===== src/rtl/inner_dot_mode_acc_pkg.sv =====
// Shared constants, grouping-FSM state type and width helpers for the
// conv/FC inner-product block.
package inner_dot_pkg;

  localparam logic MODE_CONV = 1'b0;
  localparam logic MODE_FC   = 1'b1;

  typedef enum logic {
    IDLE = 1'b0,
    ACC  = 1'b1
  } grp_state_t;

  function automatic int prod_width(input int dw);
    return 2 * dw;
  endfunction

  // Smallest result width that can hold a full beat without wrapping.
  function automatic int sum_min_width(input int lanes, input int dw);
    return 2 * dw + $clog2(lanes);
  endfunction

endpackage


===== src/rtl/inner_dot_mode_acc_if.sv =====
// Operand-in / dot-out handshake bundle; the block is the slave, the
// line buffers and requant stage together form the master side.
interface inner_dot_mode_acc_if #(
  parameter int LANES     = 9,
  parameter int DW        = 8,
  parameter int SUM_WIDTH = 21,
  parameter int LEN_W     = 7
);
  logic                 mode;
  logic [LEN_W-1:0]     acc_len;
  logic                 in_vld;
  logic                 in_rdy;
  logic [LANES*DW-1:0]  data_conv;
  logic [LANES*DW-1:0]  weight_conv;
  logic [LANES*DW-1:0]  data_fc;
  logic [LANES*DW-1:0]  weight_fc;
  logic                 out_vld;
  logic                 out_rdy;
  logic [SUM_WIDTH-1:0] dot;
  logic                 out_mode;
  logic                 ovf;

  modport slave (
    input  mode, acc_len, in_vld, data_conv, weight_conv, data_fc, weight_fc, out_rdy,
    output in_rdy, out_vld, dot, out_mode, ovf
  );

  modport master (
    output mode, acc_len, in_vld, data_conv, weight_conv, data_fc, weight_fc, out_rdy,
    input  in_rdy, out_vld, dot, out_mode, ovf
  );
endinterface


===== src/rtl/inner_dot_mode_acc_dot_prod_tree.sv =====
// S1 lane multipliers and S2 sign-extended adder tree; a side-band tag
// rides along with the valid so the caller can mark group boundaries.
module dot_prod_tree
  import inner_dot_pkg::*;
#(
  parameter int LANES     = 9,
  parameter int DW        = 8,
  parameter int SUM_WIDTH = 21,
  parameter int TAG_W     = 1
) (
  input  logic                        clk,
  input  logic                        rst_n,
  input  logic                        adv,
  input  logic                        in_vld,
  input  logic [TAG_W-1:0]            in_tag,
  input  logic [LANES*DW-1:0]         data,
  input  logic [LANES*DW-1:0]         weight,
  output logic                        out_vld,
  output logic [TAG_W-1:0]            out_tag,
  output logic signed [SUM_WIDTH-1:0] out_sum
);

  localparam int PW = prod_width(DW);

  logic signed [PW-1:0]        prod_q [LANES];
  logic                        vld1_q;
  logic [TAG_W-1:0]            tag1_q;
  logic signed [SUM_WIDTH-1:0] tree_sum;

  always_ff @(posedge clk or negedge rst_n) begin
    if (!rst_n) begin
      vld1_q <= 1'b0;
      tag1_q <= '0;
      // NOTE: the product registers are a handful of flops, not a RAM, so
      // they share the reset and never carry X into the tree.
      for (int i = 0; i < LANES; i++) prod_q[i] <= '0;
    end else if (adv) begin
      vld1_q <= in_vld;
      tag1_q <= in_tag;
      for (int i = 0; i < LANES; i++)
        prod_q[i] <= $signed(data[i*DW +: DW]) * $signed(weight[i*DW +: DW]);
    end
  end

  always_comb begin
    tree_sum = '0;
    for (int i = 0; i < LANES; i++) tree_sum += SUM_WIDTH'(prod_q[i]);
  end

  always_ff @(posedge clk or negedge rst_n) begin
    if (!rst_n) begin
      out_vld <= 1'b0;
      out_tag <= '0;
      out_sum <= '0;
    end else if (adv) begin
      out_vld <= vld1_q;
      out_tag <= tag1_q;
      out_sum <= tree_sum;
    end
  end

endmodule


===== src/rtl/inner_dot_mode_acc.sv =====
// Conv/FC operand select, grouping FSM, S3 accumulator and output handshake.
// Optional build macro DOT_SAT_EN: saturating accumulate with sticky ovf.
module inner_dot_mode_acc
  import inner_dot_pkg::*;
#(
  parameter int LANES     = 9,
  parameter int DW        = 8,
  parameter int SUM_WIDTH = 21,
  parameter int LEN_W     = 7
) (
  input logic                   clk,
  input logic                   rst_n,
  inner_dot_mode_acc_if.slave   bus
);

  logic adv, accept;
  logic out_vld_q, out_mode_q;
  logic signed [SUM_WIDTH-1:0] dot_q;

  // One global stall: nothing moves while a finished dot is waiting.
  assign adv        = !(out_vld_q && !bus.out_rdy);
  assign accept     = bus.in_vld && adv;
  assign bus.in_rdy = adv;

  grp_state_t          state_q;
  logic [LEN_W-1:0]    cnt_q, len_q;
  logic                mode_q;
  logic                is_first, is_last, cur_mode;
  logic [LANES*DW-1:0] data_sel, weight_sel;

  always_comb begin
    // NOTE: every output is assigned on every path so no latch is inferred.
    is_first   = (state_q == IDLE);
    cur_mode   = is_first ? bus.mode : mode_q;
    is_last    = is_first ? (bus.mode == MODE_CONV || bus.acc_len <= LEN_W'(1))
                          : (cnt_q == len_q - LEN_W'(1));
    data_sel   = (cur_mode == MODE_FC) ? bus.data_fc   : bus.data_conv;
    weight_sel = (cur_mode == MODE_FC) ? bus.weight_fc : bus.weight_conv;
  end

  always_ff @(posedge clk or negedge rst_n) begin
    if (!rst_n) begin
      state_q <= IDLE;
      cnt_q   <= '0;
      len_q   <= '0;
      mode_q  <= MODE_CONV;
    end else if (accept) begin
      // NOTE: state registers use nonblocking assignment so every flop
      // samples pre-edge values regardless of statement order.
      case (state_q)
        IDLE: if (!is_last) begin
          state_q <= ACC;
          cnt_q   <= LEN_W'(1);
          len_q   <= bus.acc_len;
          mode_q  <= bus.mode;
        end
        ACC: if (is_last) begin
          state_q <= IDLE;
          cnt_q   <= '0;
        end else begin
          cnt_q   <= cnt_q + LEN_W'(1);
        end
        default: state_q <= IDLE;
      endcase
    end
  end

  logic                        vld2, first2, last2, mode2;
  logic [2:0]                  tag2;
  logic signed [SUM_WIDTH-1:0] sum2;

  dot_prod_tree #(
    .LANES(LANES), .DW(DW), .SUM_WIDTH(SUM_WIDTH), .TAG_W(3)
  ) u_tree (
    .clk    (clk),
    .rst_n  (rst_n),
    .adv    (adv),
    .in_vld (accept),
    .in_tag ({is_first, is_last, cur_mode}),
    .data   (data_sel),
    .weight (weight_sel),
    .out_vld(vld2),
    .out_tag(tag2),
    .out_sum(sum2)
  );

  assign {first2, last2, mode2} = tag2;

  logic signed [SUM_WIDTH-1:0] acc_q, acc_base, acc_next;

  // A first-tagged beat adds onto zero, which makes it a clean load.
  assign acc_base = first2 ? '0 : acc_q;

`ifdef DOT_SAT_EN
  localparam logic signed [SUM_WIDTH-1:0] SAT_MAX = {1'b0, {(SUM_WIDTH-1){1'b1}}};
  localparam logic signed [SUM_WIDTH-1:0] SAT_MIN = {1'b1, {(SUM_WIDTH-1){1'b0}}};

  logic                      sat_q, sat_next, ovf_q;
  logic signed [SUM_WIDTH:0] wide_sum;

  always_comb begin
    wide_sum = (SUM_WIDTH+1)'(acc_base) + (SUM_WIDTH+1)'(sum2);
    acc_next = wide_sum[SUM_WIDTH-1:0];
    sat_next = first2 ? 1'b0 : sat_q;
    if (wide_sum[SUM_WIDTH] != wide_sum[SUM_WIDTH-1]) begin
      acc_next = wide_sum[SUM_WIDTH] ? SAT_MIN : SAT_MAX;
      sat_next = 1'b1;
    end
  end

  always_ff @(posedge clk or negedge rst_n) begin
    if (!rst_n) begin
      sat_q <= 1'b0;
      ovf_q <= 1'b0;
    end else if (adv && vld2) begin
      sat_q <= sat_next;
      if (last2) ovf_q <= sat_next;
    end
  end

  assign bus.ovf = ovf_q;
`else
  assign acc_next = acc_base + sum2;
  assign bus.ovf  = 1'b0;
`endif

  always_ff @(posedge clk or negedge rst_n) begin
    if (!rst_n) begin
      acc_q      <= '0;
      out_vld_q  <= 1'b0;
      dot_q      <= '0;
      out_mode_q <= MODE_CONV;
    end else if (adv) begin
      out_vld_q <= vld2 && last2;
      if (vld2) acc_q <= acc_next;
      if (vld2 && last2) begin
        dot_q      <= acc_next;
        out_mode_q <= mode2;
      end
    end
  end

  assign bus.out_vld  = out_vld_q;
  assign bus.dot      = dot_q;
  assign bus.out_mode = out_mode_q;

endmodule


===== src/flat_wrapper.sv =====
// flat-port wrapper written by rule: the top's interface ports become plain ports
module inner_dot_mode_acc_flat import inner_dot_pkg::*;
#(
  parameter int LANES     = 9,
  parameter int DW        = 8,
  parameter int SUM_WIDTH = 21,
  parameter int LEN_W     = 7
)
  (clk, rst_n, bus_mode, bus_acc_len, bus_in_vld, bus_data_conv, bus_weight_conv, bus_data_fc, bus_weight_fc, bus_out_rdy, bus_in_rdy, bus_out_vld, bus_dot, bus_out_mode, bus_ovf);
  inner_dot_mode_acc_if #(.LANES(LANES), .DW(DW), .SUM_WIDTH(SUM_WIDTH), .LEN_W(LEN_W)) bus_i ();
  input logic clk;
  input logic rst_n;
  input wire logic [$bits(bus_i.mode)-1:0] bus_mode;
  input wire logic [$bits(bus_i.acc_len)-1:0] bus_acc_len;
  input wire logic [$bits(bus_i.in_vld)-1:0] bus_in_vld;
  input wire logic [$bits(bus_i.data_conv)-1:0] bus_data_conv;
  input wire logic [$bits(bus_i.weight_conv)-1:0] bus_weight_conv;
  input wire logic [$bits(bus_i.data_fc)-1:0] bus_data_fc;
  input wire logic [$bits(bus_i.weight_fc)-1:0] bus_weight_fc;
  input wire logic [$bits(bus_i.out_rdy)-1:0] bus_out_rdy;
  output wire logic [$bits(bus_i.in_rdy)-1:0] bus_in_rdy;
  output wire logic [$bits(bus_i.out_vld)-1:0] bus_out_vld;
  output wire logic [$bits(bus_i.dot)-1:0] bus_dot;
  output wire logic [$bits(bus_i.out_mode)-1:0] bus_out_mode;
  output wire logic [$bits(bus_i.ovf)-1:0] bus_ovf;
  assign bus_i.mode = bus_mode;
  assign bus_i.acc_len = bus_acc_len;
  assign bus_i.in_vld = bus_in_vld;
  assign bus_i.data_conv = bus_data_conv;
  assign bus_i.weight_conv = bus_weight_conv;
  assign bus_i.data_fc = bus_data_fc;
  assign bus_i.weight_fc = bus_weight_fc;
  assign bus_i.out_rdy = bus_out_rdy;
  assign bus_in_rdy = bus_i.in_rdy;
  assign bus_out_vld = bus_i.out_vld;
  assign bus_dot = bus_i.dot;
  assign bus_out_mode = bus_i.out_mode;
  assign bus_ovf = bus_i.ovf;
  inner_dot_mode_acc #(.LANES(LANES), .DW(DW), .SUM_WIDTH(SUM_WIDTH), .LEN_W(LEN_W)) u_core (.clk(clk), .rst_n(rst_n), .bus(bus_i));
endmodule

===== config.mk =====
export PLATFORM = sky130hd
export DESIGN_NAME = inner_dot_mode_acc_flat
export DESIGN_NICKNAME = d
export VERILOG_FILES = /design/src/rtl/inner_dot_mode_acc_pkg.sv /design/src/rtl/inner_dot_mode_acc_if.sv /design/src/rtl/inner_dot_mode_acc_dot_prod_tree.sv /design/src/rtl/inner_dot_mode_acc.sv /design/src/flat_wrapper.sv
export SDC_FILE = /design/constraint.sdc
export NUM_CORES = 2
export LEC_CHECK = 0
export ABC_CLOCK_PERIOD_IN_PS = 13900
export CORE_UTILIZATION = 60
export DETAILED_ROUTE_END_ITERATION = 8
export HOLD_SLACK_MARGIN = 0.05
export PLACE_DENSITY = 0.82
export SYNTH_ARGS = -nofsm -noshare
export SYNTH_HDL_FRONTEND = slang
export SYNTH_HIERARCHICAL = 1
export SYNTH_SLANG_ARGS = --single-unit

===== constraint.sdc =====
create_clock -name clk -period 13.9 [get_ports clk]
set_clock_uncertainty 0.2 [all_clocks]
set_input_delay 2.085 -clock clk [delete_from_list [all_inputs] [get_ports clk]]
set_output_delay 2.085 -clock clk [all_outputs]
set_load 0.01 [all_outputs]

After elaboration in Yosys (flattened, before gate mapping) --
Index checks and enable logic that the tools add are counted.
Word-level totals: register bits 233, input port bits 300, logic and storage cells 68
Cells by class: add/sub/neg operators 11, multiply operators 9, order comparisons 1, equality and inequality tests 2, muxes and demuxes 9, bitwise operators 4, reductions and logical operators 10
Operator list (number):
- $mul A8 B8 Y16 | 9
- $mux W72 | 2
- $add A21 B16 Y21 | 3
- $add A20 B16 Y21 | 1
- $add A21 B21 Y21 | 1
- $mux W21 | 1
- $add A19 B16 Y20 | 1
- $add A18 B16 Y19 | 1
- $add A17 B16 Y18 | 1
- $add A16 B16 Y17 | 1
- $mux W7 | 2
- $pmux W7 S2 | 1
- $add A7 B1 Y7 const B | 1
- $eq A7 B7 Y1 | 1
- $le A7 B1 Y1 const B | 1
- $sub A7 B1 Y7 const B | 1
- $reduce_and A2 Y1 | 3
- $not A1 Y1 | 4
- $logic_and A1 B1 Y1 | 3
- $mux W1 | 3
- $reduce_and A3 Y1 | 1
- $logic_not A1 Y1 | 2
- $ne A2 B2 Y1 const B | 1
- $logic_or A1 B1 Y1 | 1

Depth between registers and ports, before layout --
depth after elaboration 8, mapped depth 22, gate-level depth less buffers 18

Cells and area by module --
The synthesis kept the hierarchy.
Modules (own cells, without submodules):
- dot_prod_tree | instances 1, cells an instance 3354, area each 32248.4 µm²
- inner_dot_mode_acc | instances 1, cells an instance 615, area each 5800.6 µm²

Worst setup path after synthesis --
No wires, ideal clock.
path type input-to-reg, start point in bus_mode, end point reg u_core/u_tree/prod_q[31] in the netlist's numbering, data arrival time 7153 ps, required time 13563 ps, path slack 6410 ps, stages 18, buffers on the path 2, cell sequence mux2i_1 > buf_2 > buf_2 > mux2_2 > and2_1 > fa_1 > inv_1 > fa_1 > inv_1 > fa_1 > fa_1 > ha_1 > a211o_1 > o221a_2 > a2111oi_0 > o41ai_1 > xnor2_1 > a21oi_1
On the way: word-level cells in the longest chain between the ends 3, elaborated cells between the ends (all ways) 4
Ends and longest elaborated chain:
- start, declared | RTL line flat_wrapper.sv:13 | input wire logic [$bits(bus_i.mode)-1:0] bus_mode;
- $mux W1 | RTL line inner_dot_mode_acc.sv:34 | cur_mode = is_first ? bus.mode : mode_q;
- $mux W72 | RTL line inner_dot_mode_acc.sv:38 | weight_sel = (cur_mode == MODE_FC) ? bus.weight_fc : bus.weight_conv;
- net u_core.weight_sel[58] | RTL line inner_dot_mode_acc.sv:29 | logic [LANES*DW-1:0] data_sel, weight_sel;
- $mul A8 B8 Y16 | RTL line inner_dot_mode_acc_dot_prod_tree.sv:41 | prod_q[i] <= $signed(data[i*DW +: DW]) * $signed(weight[i*DW +: DW]);
- end signal, assigned by index | RTL line inner_dot_mode_acc_dot_prod_tree.sv:41
- end, declared | RTL line inner_dot_mode_acc_dot_prod_tree.sv:25 | logic signed [PW-1:0] prod_q [LANES];
The timed path passes the listed nets, and every way through them passes these cells. A chain may end at the register's enable or synchronous reset.

Worst setup path after layout --
start point in bus_mode, end point reg u_core/u_tree/prod_q[111] in the netlist's numbering
Same word-level chain as after synthesis.

==> out/results.ini <==
[run_status]
status = completed

[clock_network]
cts_buffers = 26
postCtsHoldBufs = 0
clk_latency_ps = 560
post_cts.repair.setup_buffers = 0
cts.sinks = 233
cts_tree = yes
cts_resized = 0
clkTransAtPathRegs_ps = 70
cts-root-buf = clkbuf_16
clk_path_buf_depth = 3
htree_levels = 1

[sta]
fin_setup_tns_ps = 0
fmax_mhz = 120.0
final_max_slew_viol_count = 0
fin_crit_sh = 0.5997
hold_violations = 0
slew_headroom = 0.3429
finalSetupViolations = 0
worstMarginPinSlew_ps = 985.7
rsz0062_at_grt = no
period_minus_slack_ps = 8335

[synthesis]
synth_area_sq_um = 38050
synth_simple_gate_area_frac = 0.1392
syn_inst = 3969
synth.mux.area_fraction = 0.07553
netlist-cell-type-count = 80
synth_warnings = 6
synth_top_cells_by_count = inv_1 (883), fa_1 (611), and2_1 (371), ha_1 (304), nand2_1 (250)
synth-seq-cells = 233
syn-num-nets = 5184
synthAdderAreaFrac = 0.4214
async_flop_share = 1.000
ys.flop_type = dfrtp_1
synth_area_leaders = fa_1 (32%), dfrtp_1 (15%), ha_1 (10%), inv_1 (8.7%), mux2_2 (6.9%)
synth.avg_cell_area_sq_um = 9.587
synth_top_cell_by_area = fa_1
synth_top_family_by_area = adder cells
yosysMostFrequentCell = inv_1
yosysSeqAreaShare = 0.1532
synth_compound_area_frac = 0.08211
synth_xor_area_frac = 0.03338
synth_top_area_frac = 0.3215
synth_edf_count = 0

[placed_design]
dp_hpwl_um = 71820
dp.cells = 5067
port_buffers = 323
gp_congestion = 0.9376
postPlaceCellArea_sq_um = 42130

[cells_and_area]
nets = 5473
regArea_sq_um = 5831
final_util = 0.6915
final_area_sq_um = 42990
layout.cells.non_filler = 5114
multi_input_area_sq_um = 28620
layout-drive-gt1-share = 0.07717
fillCellCount = 4750
areaGrowthSynthToFinish_pct = 12.99

[drt]
ant_nets = 0
wire_per_inst_um = 16.88
vias = 28210
wl_um = 86340
via_per_inst = 5.516
drt_iter0_markers = 1813
first_pass_iters = 5
drc = 0

[global_routing]
grt_max_degree = 100
grt_usage = 0.2803
overflow = 0
antenna_found_initial = 1
grt_pass1_wl_um = 146300
grt_pass1_vias = 29620

[floorplanning]
dieArea_sq_um = 64430
die_h_um = 253.8
floorplan.initialDensity = 0.6120
ios = 325
rows = 91
core_sq_um = 62170
die_x_um = 253.8

[critical_path]
rr_worst_depth = 17
r2r_slack_ps = 6650
critPathRequiredTime_ps = 14100
arrival_ps = 8530
worstSetupEndpointType = flip-flop
crit_path_start_kind = input port
reg2reg_from = u_core/state_q
cp_max_fo = 75
rr_endpoint = u_core/u_tree/prod_q[111]
crit_type = input port to flip-flop

[worst_hold_path]
worstHoldPathType = flip-flop to flip-flop
hold_start = u_core/acc_q[0]
min_path_cells = 2
hold_end = u_core/acc_q[0]

[flow_run]
maxCapViolCount = 0

sequential cells by signal (all words and copies together) (netlist names):
register               flops
u_core/acc_q              21
u_core/bus.dot            21
u_core/bus.out_mode        1
u_core/bus.out_vld         1
u_core/cnt_q               7
u_core/len_q               7
u_core/mode_q              1
u_core/state_q             1
u_core/u_tree/out_sum     21
u_core/u_tree/out_tag      3
u_core/u_tree/out_vld      1
u_core/u_tree/prod_q     144
u_core/u_tree/tag1_q       3
u_core/u_tree/vld1_q       1
metal layers:
| layer | wire length, um | part of all wire | up-vias | GRT usage |
|---|---|---|---|---|
| met5 | 0 | 0 | - | 0 |
| met4 | 1665 | 0.019 | 0 | 0.05267 |
| met3 | 4621 | 0.054 | 128 | 0.02509 |
| met2 | 42390 | 0.49 | 853 | 0.4751 |
| met1 | 37670 | 0.44 | 14130 | 0.3959 |
| li1 | - | - | 13100 | - |
metrics by stage:
step | hold slack (ps) | setup slack, ps
after global placement | 250.6 | 5194
after CTS | 271.5 | 5615
final | 268.9 | 5565
after floorplan | 234.8 | 6410
after detailed placement | 255.3 | 5040
after global routing | 291.0 | 5193
area by class of cell:
class                           count  area share
Clock inverter                     16    0.004075
Timing Repair Buffer              333     0.07707
Antenna cell                        1  0.00005821
Sequential cell                   233      0.1356
Clock buffer                       30     0.01595
Multi-Input combinational cell   2781      0.6658
Inverter                          883     0.07710
Tap cell                          837     0.02436
kinds of logic (layout without fill, tap and decap cells):
kind of cell | count (synthesis) | in the layout
and+or+nand+nor | 1003 | 1003
other | 1 | 2
muxes | 255 | 255
DFF | 233 | 233
buffers and inverters | 955 | 1262
adders and majority gates | 915 | 915
AOI/OAI and AO/OA | 462 | 462
xor gates and xnor gates | 145 | 145
cell usage in the layout, fill, tap and decap left out, types with 6 or more instances in the layout:
master,instances
o21ai_1,6
o21bai_1,8
or4_1,7
fa_1,611
o211ai_1,18
a21oi_1,71
and3_1,6
o2111ai_1,8
inv_1,882
a31oi_1,17
xor2_1,19
or3_1,13
mux2i_1,15
xnor2_1,126
dfrtp_1,233
clkbuf_16,26
and2_1,371
a211oi_1,38
nand3_1,59
nand2b_1,43
a21o_1,36
nand2_1,250
nor4_1,10
nor2_1,125
nor2b_1,44
nand4_1,20
o21ai_0,137
mux2_4,6
ha_1,304
mux2_2,233
a211o_1,17
a2111oi_0,11
o21a_1,27
clkdlybuf4s50_1,322
o31ai_1,7
or2_2,6
buf_4,10
nor3_1,29
worst max path at each step:
stage	start	endpoint	slack (ps)	cells after the start
after floorplan	bus_mode	u_core/u_tree/prod_q[31]	6410	18
after global placement	bus_mode	u_core/u_tree/prod_q[111]	5190	18
after detailed placement	bus_mode	u_core/u_tree/prod_q[111]	5040	18
after CTS	bus_mode	u_core/u_tree/prod_q[111]	5620	18
after global routing	bus_mode	u_core/u_tree/prod_q[111]	5190	18
final	bus_mode	u_core/u_tree/prod_q[111]	5560	18
worst max-delay path, cell delays in order:
cell and delay [ps]:
clkdlybuf4s50_1 470, mux2i_4 470, buf_4 780, mux2_2 510
and2_1 230, fa_1 510, inv_1 50, fa_1 540
inv_1 50, fa_1 490, fa_1 410, ha_1 370
a211o_1 310, o221a_2 250, a2111oi_0 430, o41ai_1 160
xnor2_1 200, a21oi_1 100
Power is not shown: default switching activity piles up to over one toggle a cycle in this logic, so the estimate is an artifact.
